--- src/rtl/fp_align_shifter_if.sv ---
// fp_align_shifter_if
//   Groups the request/result signals of the exponent-alignment unit.
//   master : requester side (drives start/fraction/exp/targetExp, reads results)
//   slave  : alignment unit side (reads the request, drives the results)
//   Signals:
//     start        request strobe, sampled by the unit only while idle
//     fraction     operand fraction (hidden bit excluded)
//     exp          operand biased exponent
//     targetExp    exponent to align to
//     mantAligned  {hidden, fraction, G, R, S} after alignment
//     expAligned   exponent after alignment
//     busy         high while shifting
//     done         one-cycle result-valid pulse
//     err          operand exponent was larger than targetExp
interface fp_align_shifter_if #(
  parameter int FRAC_W = 23,
  parameter int EXP_W  = 8
);
  logic              start;
  logic [FRAC_W-1:0] fraction;
  logic [EXP_W-1:0]  exp;
  logic [EXP_W-1:0]  targetExp;
  logic [FRAC_W+3:0] mantAligned;
  logic [EXP_W-1:0]  expAligned;
  logic              busy;
  logic              done;
  logic              err;

  modport master (
    output start, fraction, exp, targetExp,
    input  mantAligned, expAligned, busy, done, err
  );

  modport slave (
    input  start, fraction, exp, targetExp,
    output mantAligned, expAligned, busy, done, err
  );
endinterface

--- src/rtl/fp_align_shifter.sv ---
// fp_align_shifter
//   Iterative exponent-alignment (denormalization) unit for single-precision
//   add/sub. Right-shifts the smaller operand's significand one bit per clock
//   until its exponent reaches targetExp, keeping guard/round/sticky bits.
//   Ports:
//     clk    rising-edge clock
//     reset  synchronous active-high reset
//     bus    fp_align_shifter_if.slave (request inputs, aligned result outputs)
module fp_align_shifter #(
  parameter int FRAC_W = 23,
  parameter int EXP_W  = 8
) (
  input logic              clk,
  input logic              reset,
  fp_align_shifter_if.slave bus
);

  localparam int W = FRAC_W + 4;
  localparam logic [EXP_W:0] W_EXT = (EXP_W + 1)'(W);

  typedef enum logic [1:0] {IDLE, SHIFT, DONE} state_t;

  state_t           state;
  logic [W-1:0]     mant;
  logic [EXP_W-1:0] expReg;
  logic [EXP_W:0]   count;
  logic             busyReg;
  logic             doneReg;
  logic             errReg;

  logic [W-1:0]     loadMant;
  logic [EXP_W:0]   diff;
  logic [W-1:0]     shiftMant;

  // Load value and unsigned difference. A zero exponent is a denormal, so
  // its hidden bit is 0. diff is one bit wider so exp > targetExp wraps
  // harmlessly; that case is caught by the explicit compare first.
  always_comb begin
    loadMant  = {(bus.exp != '0), bus.fraction, 3'b000};
    diff      = {1'b0, bus.targetExp} - {1'b0, bus.exp};
    shiftMant = {1'b0, mant[W-1:2], mant[1] | mant[0]};
  end

  assign bus.mantAligned = mant;
  assign bus.expAligned  = expReg;
  assign bus.busy        = busyReg;
  assign bus.done        = doneReg;
  assign bus.err         = errReg;

  // Single FSM: IDLE accepts a request and either finishes immediately
  // (error, no shift needed, or shift so large only sticky survives) or
  // enters SHIFT; SHIFT does one sticky-preserving right shift per clock;
  // DONE holds the done pulse for exactly one cycle.
  always_ff @(posedge clk) begin
    if (reset) begin
      state   <= IDLE;
      mant    <= '0;
      expReg  <= '0;
      count   <= '0;
      busyReg <= 1'b0;
      doneReg <= 1'b0;
      errReg  <= 1'b0;
    end else begin
      case (state)
        IDLE: begin
          doneReg <= 1'b0;
          busyReg <= 1'b0;
          if (bus.start) begin
            errReg <= 1'b0;
            if (bus.exp > bus.targetExp) begin
              mant    <= loadMant;
              expReg  <= bus.exp;
              errReg  <= 1'b1;
              doneReg <= 1'b1;
              state   <= DONE;
            end else if (diff == '0) begin
              mant    <= loadMant;
              expReg  <= bus.exp;
              doneReg <= 1'b1;
              state   <= DONE;
            end else if (diff >= W_EXT) begin
              mant    <= {{(W-1){1'b0}}, |loadMant};
              expReg  <= bus.targetExp;
              doneReg <= 1'b1;
              state   <= DONE;
            end else begin
              mant    <= loadMant;
              expReg  <= bus.exp;
              count   <= diff;
              busyReg <= 1'b1;
              state   <= SHIFT;
            end
          end
        end
        SHIFT: begin
          mant   <= shiftMant;
          expReg <= expReg + 1'b1;
          count  <= count - 1'b1;
          if (count == (EXP_W + 1)'(1)) begin
            busyReg <= 1'b0;
            doneReg <= 1'b1;
            state   <= DONE;
          end
        end
        DONE: begin
          doneReg <= 1'b0;
          state   <= IDLE;
        end
        default: begin
          busyReg <= 1'b0;
          doneReg <= 1'b0;
          state   <= IDLE;
        end
      endcase
    end
  end

endmodule

--- src/flat_wrapper.sv ---
// flat-port wrapper written by rule: the top's interface ports become plain ports
module fp_align_shifter_flat 
#(
  parameter int FRAC_W = 23,
  parameter int EXP_W  = 8
)
  (clk, reset, bus_start, bus_fraction, bus_exp, bus_targetExp, bus_mantAligned, bus_expAligned, bus_busy, bus_done, bus_err);
  fp_align_shifter_if #(.FRAC_W(FRAC_W), .EXP_W(EXP_W)) bus_i ();
  input logic clk;
  input logic reset;
  input wire logic [$bits(bus_i.start)-1:0] bus_start;
  input wire logic [$bits(bus_i.fraction)-1:0] bus_fraction;
  input wire logic [$bits(bus_i.exp)-1:0] bus_exp;
  input wire logic [$bits(bus_i.targetExp)-1:0] bus_targetExp;
  output wire logic [$bits(bus_i.mantAligned)-1:0] bus_mantAligned;
  output wire logic [$bits(bus_i.expAligned)-1:0] bus_expAligned;
  output wire logic [$bits(bus_i.busy)-1:0] bus_busy;
  output wire logic [$bits(bus_i.done)-1:0] bus_done;
  output wire logic [$bits(bus_i.err)-1:0] bus_err;
  assign bus_i.start = bus_start;
  assign bus_i.fraction = bus_fraction;
  assign bus_i.exp = bus_exp;
  assign bus_i.targetExp = bus_targetExp;
  assign bus_mantAligned = bus_i.mantAligned;
  assign bus_expAligned = bus_i.expAligned;
  assign bus_busy = bus_i.busy;
  assign bus_done = bus_i.done;
  assign bus_err = bus_i.err;
  fp_align_shifter #(.FRAC_W(FRAC_W), .EXP_W(EXP_W)) u_core (.clk(clk), .reset(reset), .bus(bus_i));
endmodule
--- config.mk ---
export PLATFORM = sky130hd
export DESIGN_NAME = fp_align_shifter_flat
export DESIGN_NICKNAME = d
export VERILOG_FILES = /design/src/rtl/fp_align_shifter_if.sv /design/src/rtl/fp_align_shifter.sv /design/src/flat_wrapper.sv
export SDC_FILE = /design/constraint.sdc
export NUM_CORES = 1
export LEC_CHECK = 0
export CORE_MARGIN = 2
export CORE_UTILIZATION = 45
export CTS_CLUSTER_DIAMETER = 200
export DETAILED_ROUTE_END_ITERATION = 7
export PLACE_DENSITY = 0.8
export RECOVER_POWER = 50
export SLEW_MARGIN = 20
export SYNTH_ARGS = -nofsm -noshare
export SYNTH_HDL_FRONTEND = slang
export SYNTH_SLANG_ARGS = --single-unit
--- constraint.sdc ---
create_clock -name clk -period 2.79 [get_ports clk]
set_input_delay 0.279 -clock clk [delete_from_list [all_inputs] [get_ports clk]]
set_output_delay 0.279 -clock clk [all_outputs]
set_load 0.02 [all_outputs]
==> impl_metrics.csv, run 1 <==
group,metric,value,unit
critical_path,critPathRequiredTime,3.01,ns
critical_path,criticalPathCategory,"in2reg",
layout,final_util,65.5,%
route,wl_per_cell,16.6,um
layout,syn_to_final_growth,40.6,%
power,power_leakage,1.82,nW
critical_path,ff2ff_path_depth,4,
placed_design,routabilityCongestion,0.927,
worst_hold_path,hp-class,"in2reg",
critical_path,cp-end-kind,"flop",
synthesis,synth.avg_cell_area,7.83,um^2
layout,layout-drive-gt1-share,14.1,%
status,outcome,"completed",
layout,fin_nets,536,
clocking,numCtsBuffers,5,
synthesis,synth_edf_count,0,
global_routing,track_usage,25.5,%
synthesis,synth_most_common_cell,"o21ai_0",
critical_path,r2r-start,"u_core.state[0]",
route,vias_per_cell,6.07,
synthesis,yosysTopAreaCell,"dfxtp_1",
sta,setup-violations-final,0,
synthesis,netlist.area_leader.share,33.0,%
critical_path,crit_start,"bus_targetExp[1]",
die,die_w,85.3,um
route,vias,3395,
sta,tightest_slew,0.849,ns
sta,fin_crit,2.71,ns
synthesis,ys_seq_area_share,33.0,%
synthesis,synthTopCellsByArea,"dfxtp_1, o21ai_0, a21oi_1",
clocking,cts_hold_buf,0,
layout,seq_area,981,um^2
worst_hold_path,hold_start,"bus_targetExp[0]",
clocking,clkTransAtPathRegs,0.09,ns
die,rows,29,
die,pin_count,80,
synthesis,synthCells,380,
layout,multi_input_area,0.00180,mm^2
sta,fmax,369,MHz
critical_path,cp-start-kind,"primary input",
clocking,cts-htree-levels,2,
critical_path,r2r_slack,0.85,ns
clocking,cts.path.max_buffers,2,
critical_path,cp_max_fo,3,
synthesis,synth_common_cells,"o21ai_0, dfxtp_1, a21oi_1",
power,power.density,483,mW/mm^2
global_routing,grt_pass1_vias,3309,
placed_design,dpl.hpwl,6500,um
global_routing,grt_max_degree,69,
synthesis,ys_types,53,
synthesis,synth_area,0.00298,mm^2
power,power,0.00202,W
run,max-cap-violations,0,
layout,n_fill_cell,561,
synthesis,synth-seq-cells,49,
critical_path,arrival,2.93,ns
power,ir_drop,0.340,mV
global_routing,grt_pass1_wl,15100,um
die,die_height,85.3,um
sta,slew_headroom,43.4,%
route,routed_wl,9280,um
critical_path,timing.rr.end,"u_core.count[0]",
route,drt_pass1_iterations,7,
synthesis,async_reset_ff_share,0,%
clocking,clk_latency,0.33,ns
sta,hold_violations,0,
sta,post-route-period-util,97.2,%
die,core_area,0.00639,mm^2
clocking,cts_tree,"built",
synthesis,synth_ff_type,"dfxtp_1",
placed_design,placement.io_buffers,79,
route,ant_nets,0,
synthesis,syn-num-nets,435,
die,initial_core_util,46.6,%
sta,final_max_slew_viol_count,0,
sta,clock_skew,0.0141,ns
layout,n_antenna_cell,0,
route,drc_errors,0,
global_routing,overflow,0,
clocking,clockRootBuffer,"clkbuf_8",
clocking,clkSinkCount,49,
die,die-area,0.00728,mm^2
critical_path,critPathCapture,"u_core.bus.done",
route,drt_iter0_drc,295,
global_routing,antenna_found_initial,0,
synthesis,ys_warn_count,0,
[layout by cell type, fill, tap and decap left out, drive strengths merged, types with 2 or more instances in the layout]
master / count
o21ai: 62
dfxtp: 49
a21oi: 43
buf: 42
clkdlybuf4s50: 38
dlygate4sd3: 38
nand3: 36
nand2: 21
inv: 17
nor2: 15
ha: 12
nor3: 10
nor4: 10
a31oi: 7
nand4: 6
clkbuf: 6
xnor2: 6
and3: 5
nor2b: 4
o21a: 4
a22oi: 4
mux2i: 4
a21o: 3
o31ai: 3
dlymetal6s2s: 3
or2: 3
o211a: 2
or3: 2
a211oi: 2
o31a: 2
a41oi: 2
o221ai: 2
a221oi: 2
[final cells by class]
| class | instances | area share (%) |
|---|---|---|
| clock buffer | 5 | 1.64 |
| clock inverter | 3 | 1.14 |
| inverter | 15 | 1.35 |
| multi-input combinational | 288 | 43.1 |
| sequential | 49 | 23.4 |
| tap | 77 | 2.30 |
| timing repair buffer | 122 | 27.0 |
[metal layers]
metal  vias up  part of all wire [%]  GRT usage (%)
li1       1609                     -              -
met4         0                   1.6           8.66
met5         -                     0              0
met3        22                   7.4           5.25
met2       145                    49           44.4
met1      1619                    42           31.2
[power by group]
group	internal, W	total [W]	switching (W)
Sequential	0.000755	0.000805	0.0000497
Clock	0.000274	0.000550	0.000276
Combinational	0.000315	0.000665	0.000350
[through the flow]
| step | hold slack (ns) | setup TNS [ns] | area (um^2) | instances | setup slack, ns |
|---|---|---|---|---|---|
| final | 0.342 | 0 | 4180 | 559 | 0.0772 |
| after detailed placement | 0.473 | -10.29 | 4010 | 548 | -0.383 |
| after floorplan | 0.425 | 0 | 2980 | 380 | 0.206 |
| after global routing | 0.396 | -0.00574 | 4180 | 559 | -0.00574 |
| after CTS | 0.487 | 0 | 4160 | 557 | 0.00340 |
| after global placement | 0.451 | -5.58 | 4010 | 548 | -0.238 |
[sequential cells by signal, indices dropped and copies added, names as in the netlist]
signal and count:
u_core.bus.mantAligned 27, u_core.count 9, u_core.bus.expAligned 8, u_core.state 2
u_core.bus.busy 1, u_core.bus.done 1, u_core.bus.err 1
[cells by family (layout without fill, tap and decap cells)]
group           count (synthesis)  in the layout  synth area share [%]
fa+ha+maj                      13             13                  5.72
buf+inv                        43            145                  7.65
flops                          49             49                  33.0
xor+xnor                        6              6                  1.77
mux                             4              4                  1.35
simple gates                  118            118                  20.6
compound gates                147            147                  29.9
[worst max-delay path: stages]
cell             delay (ns)
clkdlybuf4s50_1        0.50
fa_2                   0.44
a21o_1                 0.20
a221oi_2               0.28
xnor2_2                0.12
a311oi_4               0.29
buf_4                  0.19
buf_4                  0.11
a31oi_1                0.10
and3_1                 0.22
a31o_2                 0.21
[how the worst min path moves through the flow]
stage,endpoint,slack (ns),cells after the start
after floorplan,u_core.bus.mantAligned[22],0.42,2
after global placement,u_core.bus.err,0.45,2
after detailed placement,u_core.bus.err,0.47,2
after CTS,u_core.bus.err,0.49,2
after global routing,u_core.bus.expAligned[0],0.40,3
final,u_core.bus.expAligned[0],0.34,3
[what timing repair did]
action	in CTS	in global routing
pin swaps	3	6
gates resized for setup	5	8
endpoints found under the setup margin	1	37
setup buffers	1	2
No activity file was read; power rests on OpenSTA's default activity.
==> run 2: changes to the inputs <==
- GPL_ROUTABILITY_DRIVEN: unset -> 0
==> run 2 against run 1 <==
Compared with the run above: design area decreased by 0.63%; clock-buffer cell count unchanged; first-iteration DRC count decreased by 17%; combinational power increased by 0.9%; critical path depth unchanged; via count decreased by 0.47%; core utilization decreased by 0.41 points; hold slack improved by 0.0056 ns.
==> impl_metrics.csv, run 2 (same netlist as run 1, synthesis figures left out) <==
group,metric,value,unit
status,outcome,"completed",
power,power_leakage,1.81,nW
power,power,0.00194,W
die,core_area,0.00639,mm^2
critical_path,critPathRequiredTime,3.04,ns
layout,layout_commonest_cell,"o21ai_0",
sta,post-route-period-util,97.0,%
clocking,clockRootBuffer,"clkbuf_8",
power,ir_drop,0.344,mV
critical_path,path_buf_inv,3,
route,drt_pass1_iterations,5,
sta,fmax,369,MHz
sta,hold_violations,0,
critical_path,arrival,2.95,ns
layout,multi_input_area,0.00180,mm^2
clocking,numCtsBuffers,5,
layout,seq_area,981,um^2
critical_path,cp_max_fo,5,
clocking,clkSinkCount,49,
route,drc_errors,0,
global_routing,track_usage,24.3,%
die,die-area,0.00728,mm^2
die,die_w,85.3,um
route,wl_per_cell,16.4,um
layout,mostFrequentLayoutCells,"o21ai_0, dfxtp_1, a21oi_1, dlygate4sd3_1, clkdlybuf4s50_1",
route,drt_iter0_drc,245,
worst_hold_path,hp-class,"in2reg",
global_routing,antenna_found_initial,0,
route,vias,3379,
clocking,cts_tree,"built",
placed_design,post-place-ws,-0.341,ns
placed_design,placement.io_buffers,79,
critical_path,cp_cell_sequence,"clkdlybuf4s50_1 > inv_1 > ha_1 > a21o_1 > a221oi_2 > xnor2_1 > a311oi_4 > buf_6 > nand4b_4 > or3_1 > a31oi_1",
die,rows,29,
critical_path,cp-end-kind,"flop",
clocking,cts-htree-levels,2,
sta,rsz0062_at_grt,"false",
die,pin_count,80,
layout,layout-drive-gt1-share,13.2,%
power,power.density,467,mW/mm^2
route,ant_nets,0,
critical_path,crit_family,"compound AO/OA/AOI/OAI gates",
route,vias_per_cell,6.08,
sta,fin_crit,2.71,ns
layout,n_antenna_cell,0,
route,routed_wl,9120,um
layout,stdcell_count,556,
global_routing,grt_max_degree,36,
layout,post-route-cell-area,0.00416,mm^2
sta,final_max_slew_viol_count,0,
clocking,cts.path.max_buffers,2,
placed_design,dpl.hpwl,6490,um
sta,fin_ws,0.0832,ns
global_routing,grt_pass1_vias,3233,
sta,tightest_slew,0.764,ns
layout,syn_to_final_growth,39.7,%
critical_path,max_stage_delay,0.47,ns
sta,tns,0,ns
sta,slew_headroom,49.0,%
clocking,clkTransAtPathRegs,0.10,ns
global_routing,overflow,0,
critical_path,criticalPathCategory,"in2reg",
layout,n_fill_cell,551,
placed_design,placed_area,0.00400,mm^2
critical_path,worst_path_max_delay_cell,"clkdlybuf4s50_1",
die,initial_core_util,46.6,%
global_routing,grt_pass1_wl,14500,um
run,max-cap-violations,0,
layout,fin_nets,533,
placed_design,dp_cells,546,
sta,setup-violations-final,0,
sta,clock_skew,0.0128,ns
clocking,clk_latency,0.32,ns
critical_path,cp-start-kind,"primary input",
die,die_height,85.3,um
layout,largest_reg_flops,27,
run 2: path summary, 6_finish.rpt:
| path | start | endpoint | slack, ns | cells past startpoint |
|---|---|---|---|---|
| setup / recovery | bus_exp[4] | u_core.count[0] | 0.08 | 11 |
| hold / removal | bus_targetExp[0] | u_core.bus.expAligned[0] | 0.35 | 3 |
| setup reg to reg | u_core.state[0] | u_core.bus.done | 0.87 | 7 |
| hold reg to reg | u_core.bus.err | u_core.bus.err | 0.47 | 2 |
run 2: through the flow:
| step | hold WS [ns] | util (%) |
|---|---|---|
| after floorplan | 0.425 | - |
| after global placement | 0.451 | 62.7 |
| after detailed placement | 0.467 | 62.7 |
| after CTS | 0.481 | 64.4 |
| after global routing | 0.382 | 65.1 |
| final | 0.347 | 65.1 |
run 2: cell type report:
class                   instances  share of cell area [%]
inverters                      15                    1.35
well taps                      77                    2.32
clock buffers                   5                    1.66
repair buffers                119                    27.1
clock inverters                 3                   0.692
multi-input cells             288                    43.3
flip-flops and latches         49                    23.6
run 2: power breakdown:
part	leakage (nW)	internal, W	total (W)	switching (W)
Sequential	0.402	0.000755	0.000804	0.0000489
Combinational	1.36	0.000319	0.000671	0.000352
Clock	0.0506	0.000188	0.000465	0.000276
run 2: tightest hold or removal path, delay by kind of cell:
family,cells,cell delay [ns]
buffers and inverters,1,0.13
AND/OR/NAND/NOR,1,0.08
AO/OA/AOI/OAI,1,0.12
run 2: timing repair:
action	4_1_cts	5_1_grt
pin swaps	0	7
resized for setup	2	10
hold buffers	0	0
endpoints found under the setup margin	1	21
buffers inserted	0	2
run 2: layer usage:
layer  up-vias  routed length, um  global-route usage, %
met1      1597               3850                   29.1
met5         -                  0                      0
met3        23                733                   7.78
met4         0                157                   9.38
met2       148               4390                   40.6
li1       1611                  -                      -
==> run 3: changes to the inputs <==
- SETUP_SLACK_MARGIN: unset -> 0.05
- TNS_END_PERCENT: unset -> 50
==> run 3 against run 2 <==
Compared with the run above: design area about the same; largest cell class unchanged; total power about the same; highest routed layer unchanged; critical endpoint unchanged; flip-flop and latch count stayed put.
==> impl_metrics.csv, run 3 (same netlist as run 1, synthesis figures left out) <==
group,metric,value,unit
status,outcome,"completed",
layout,n_antenna_cell,0,
sta,post-route-period-util,94.0,%
clocking,cts-htree-levels,2,
global_routing,grt_util_met2,41.1,%
global_routing,use_met3,7.98,%
die,pin_count,80,
global_routing,antenna_found_initial,0,
critical_path,cp-start-kind,"primary input",
layout,seq_area,981,um^2
clocking,cts_tree,"built",
die,die-area,0.00728,mm^2
global_routing,grt_pass1_wl,14700,um
route,ant_nets,0,
sta,fin_crit,2.62,ns
layout,fin_nets,534,
layout,mostFrequentLayoutCells,"o21ai_0, dfxtp_1, a21oi_1, clkdlybuf4s50_1, dlygate4sd3_1",
critical_path,criticalPathCategory,"in2reg",
route,vias_per_cell,6.01,
layout,multi_input_area,0.00180,mm^2
route,drc_errors,0,
power,power_leakage,1.79,nW
die,die_w,85.3,um
route,drt_pass1_iterations,5,
run,max-cap-violations,0,
critical_path,critPathRequiredTime,3.04,ns
sta,rsz0062_at_grt,"false",
layout,layout_commonest_cell,"o21ai_0",
layout,largest_reg_flops,27,
sta,clock_skew,0.0123,ns
clocking,clk_latency,0.32,ns
layout,layout-drive-gt1-share,13.1,%
critical_path,cp_cell_sequence,"clkdlybuf4s50_1 > inv_1 > fa_2 > a21o_1 > a221oi_2 > xnor2_1 > a311oi_4 > buf_6 > nand4b_4 > or3_1 > a31oi_1",
die,initial_core_util,46.6,%
sta,tightest_slew,0.754,ns
layout,n_fill_cell,560,
critical_path,cp-end-kind,"flop",
placed_design,dpl.hpwl,6490,um
power,ir_drop,0.343,mV
clocking,cts.path.max_buffers,2,
clocking,clkTransAtPathRegs,0.10,ns
route,vias,3349,
sta,hold_violations,0,
worst_hold_path,hp-class,"in2reg",
global_routing,top_usage_layer,"met2",
global_routing,grt_pass1_vias,3273,
global_routing,overflow,0,
critical_path,max_stage_delay,0.48,ns
critical_path,arrival,2.87,ns
sta,final_max_slew_viol_count,0,
clocking,clockRootBuffer,"clkbuf_8",
route,wl_per_cell,16.1,um
power,power,0.00194,W
layout,syn_to_final_growth,39.7,%
critical_path,crit_family,"compound AO/OA/AOI/OAI gates",
power,power.density,466,mW/mm^2
global_routing,grt_max_degree,36,
die,rows,29,
clocking,clkSinkCount,49,
global_routing,grt_util_met1,29.1,%
sta,setup-violations-final,0,
route,drt_iter0_drc,261,
clocking,numCtsBuffers,5,
sta,slew_headroom,49.6,%
critical_path,cp_max_fo,5,
die,die_height,85.3,um
critical_path,path_buf_inv,3,
global_routing,track_usage,24.6,%
route,routed_wl,8980,um
die,core_area,0.00639,mm^2
sta,fmax,381,MHz
sta,tns,0,ns
critical_path,worst_path_max_delay_cell,"clkdlybuf4s50_1",
placed_design,placement.io_buffers,79,
layout,final_util,65.1,%
==> run 3: cell count changes in the layout (fill, tap and decap cells not counted), sizes merged <==
cell           before  now
dlygate4sd2         0    2
buf                39   40
clkdlybuf4s50      37   38
dlymetal6s2s        4    1
==> run 3: what timing repair did <==
item | CTS | global route
buffers inserted | 3 | 0
endpoints found under the setup margin | 1 | 26
endpoints found under the hold margin | 0 | 0
resized for setup | 8 | 2
hold buffers | 0 | 0
pin swaps | 7 | 2
==> run 3: path summary, 6_finish.rpt <==
kind	slack, ns	end	start	cells after the start
worst max-delay path	0.17	u_core.count[0]	bus_exp[1]	11
worst min register to register	0.47	u_core.bus.err	u_core.bus.err	2
worst min-delay path	0.42	u_core.bus.expAligned[1]	bus_targetExp[1]	3
worst max register to register	0.86	u_core.count[5]	u_core.state[0]	4
==> run 3: per-layer routing <==
layer,vias to the layer above,share of wire [%]
li1,1617,-
met1,1555,41
met2,154,48
met3,23,8.7
met4,0,1.9
met5,-,0
==> run 3: tightest hold or removal path: cells and delay by family <==
| kind | cells | cell delay [ns] |
|---|---|---|
| multiplexers | 1 | 0.15 |
| AO/OA/AOI/OAI | 1 | 0.08 |
| buffers and inverters | 1 | 0.19 |
==> run 3: final cells by class <==
type / instances / share of cell area [%]
Multi-Input combinational cell: 288 / 43.3
Tap cell: 77 / 2.32
Clock buffer: 5 / 1.66
Clock inverter: 3 / 0.693
Sequential cell: 49 / 23.6
Inverter: 15 / 1.36
Timing Repair Buffer: 120 / 27.0
==> run 3: power by group <==
| part | switching (W) | internal, W | total, W |
|---|---|---|---|
| Sequential | 0.0000489 | 0.000755 | 0.000804 |
| Combinational | 0.000349 | 0.000319 | 0.000669 |
| Clock | 0.000277 | 0.000188 | 0.000465 |
==> run 3: stage by stage <==
stage	setup WS [ns]	area, um^2	hold WS (ns)	cells
2_1_floorplan	0.206	2980	0.425	380
3_3_place_gp	-0.237	4000	0.451	546
3_5_place_dp	-0.341	4000	0.467	546
4_1_cts	0.0993	4150	0.462	557
5_1_grt	0.0506	4160	0.464	557
6_report	0.167	4160	0.424	557
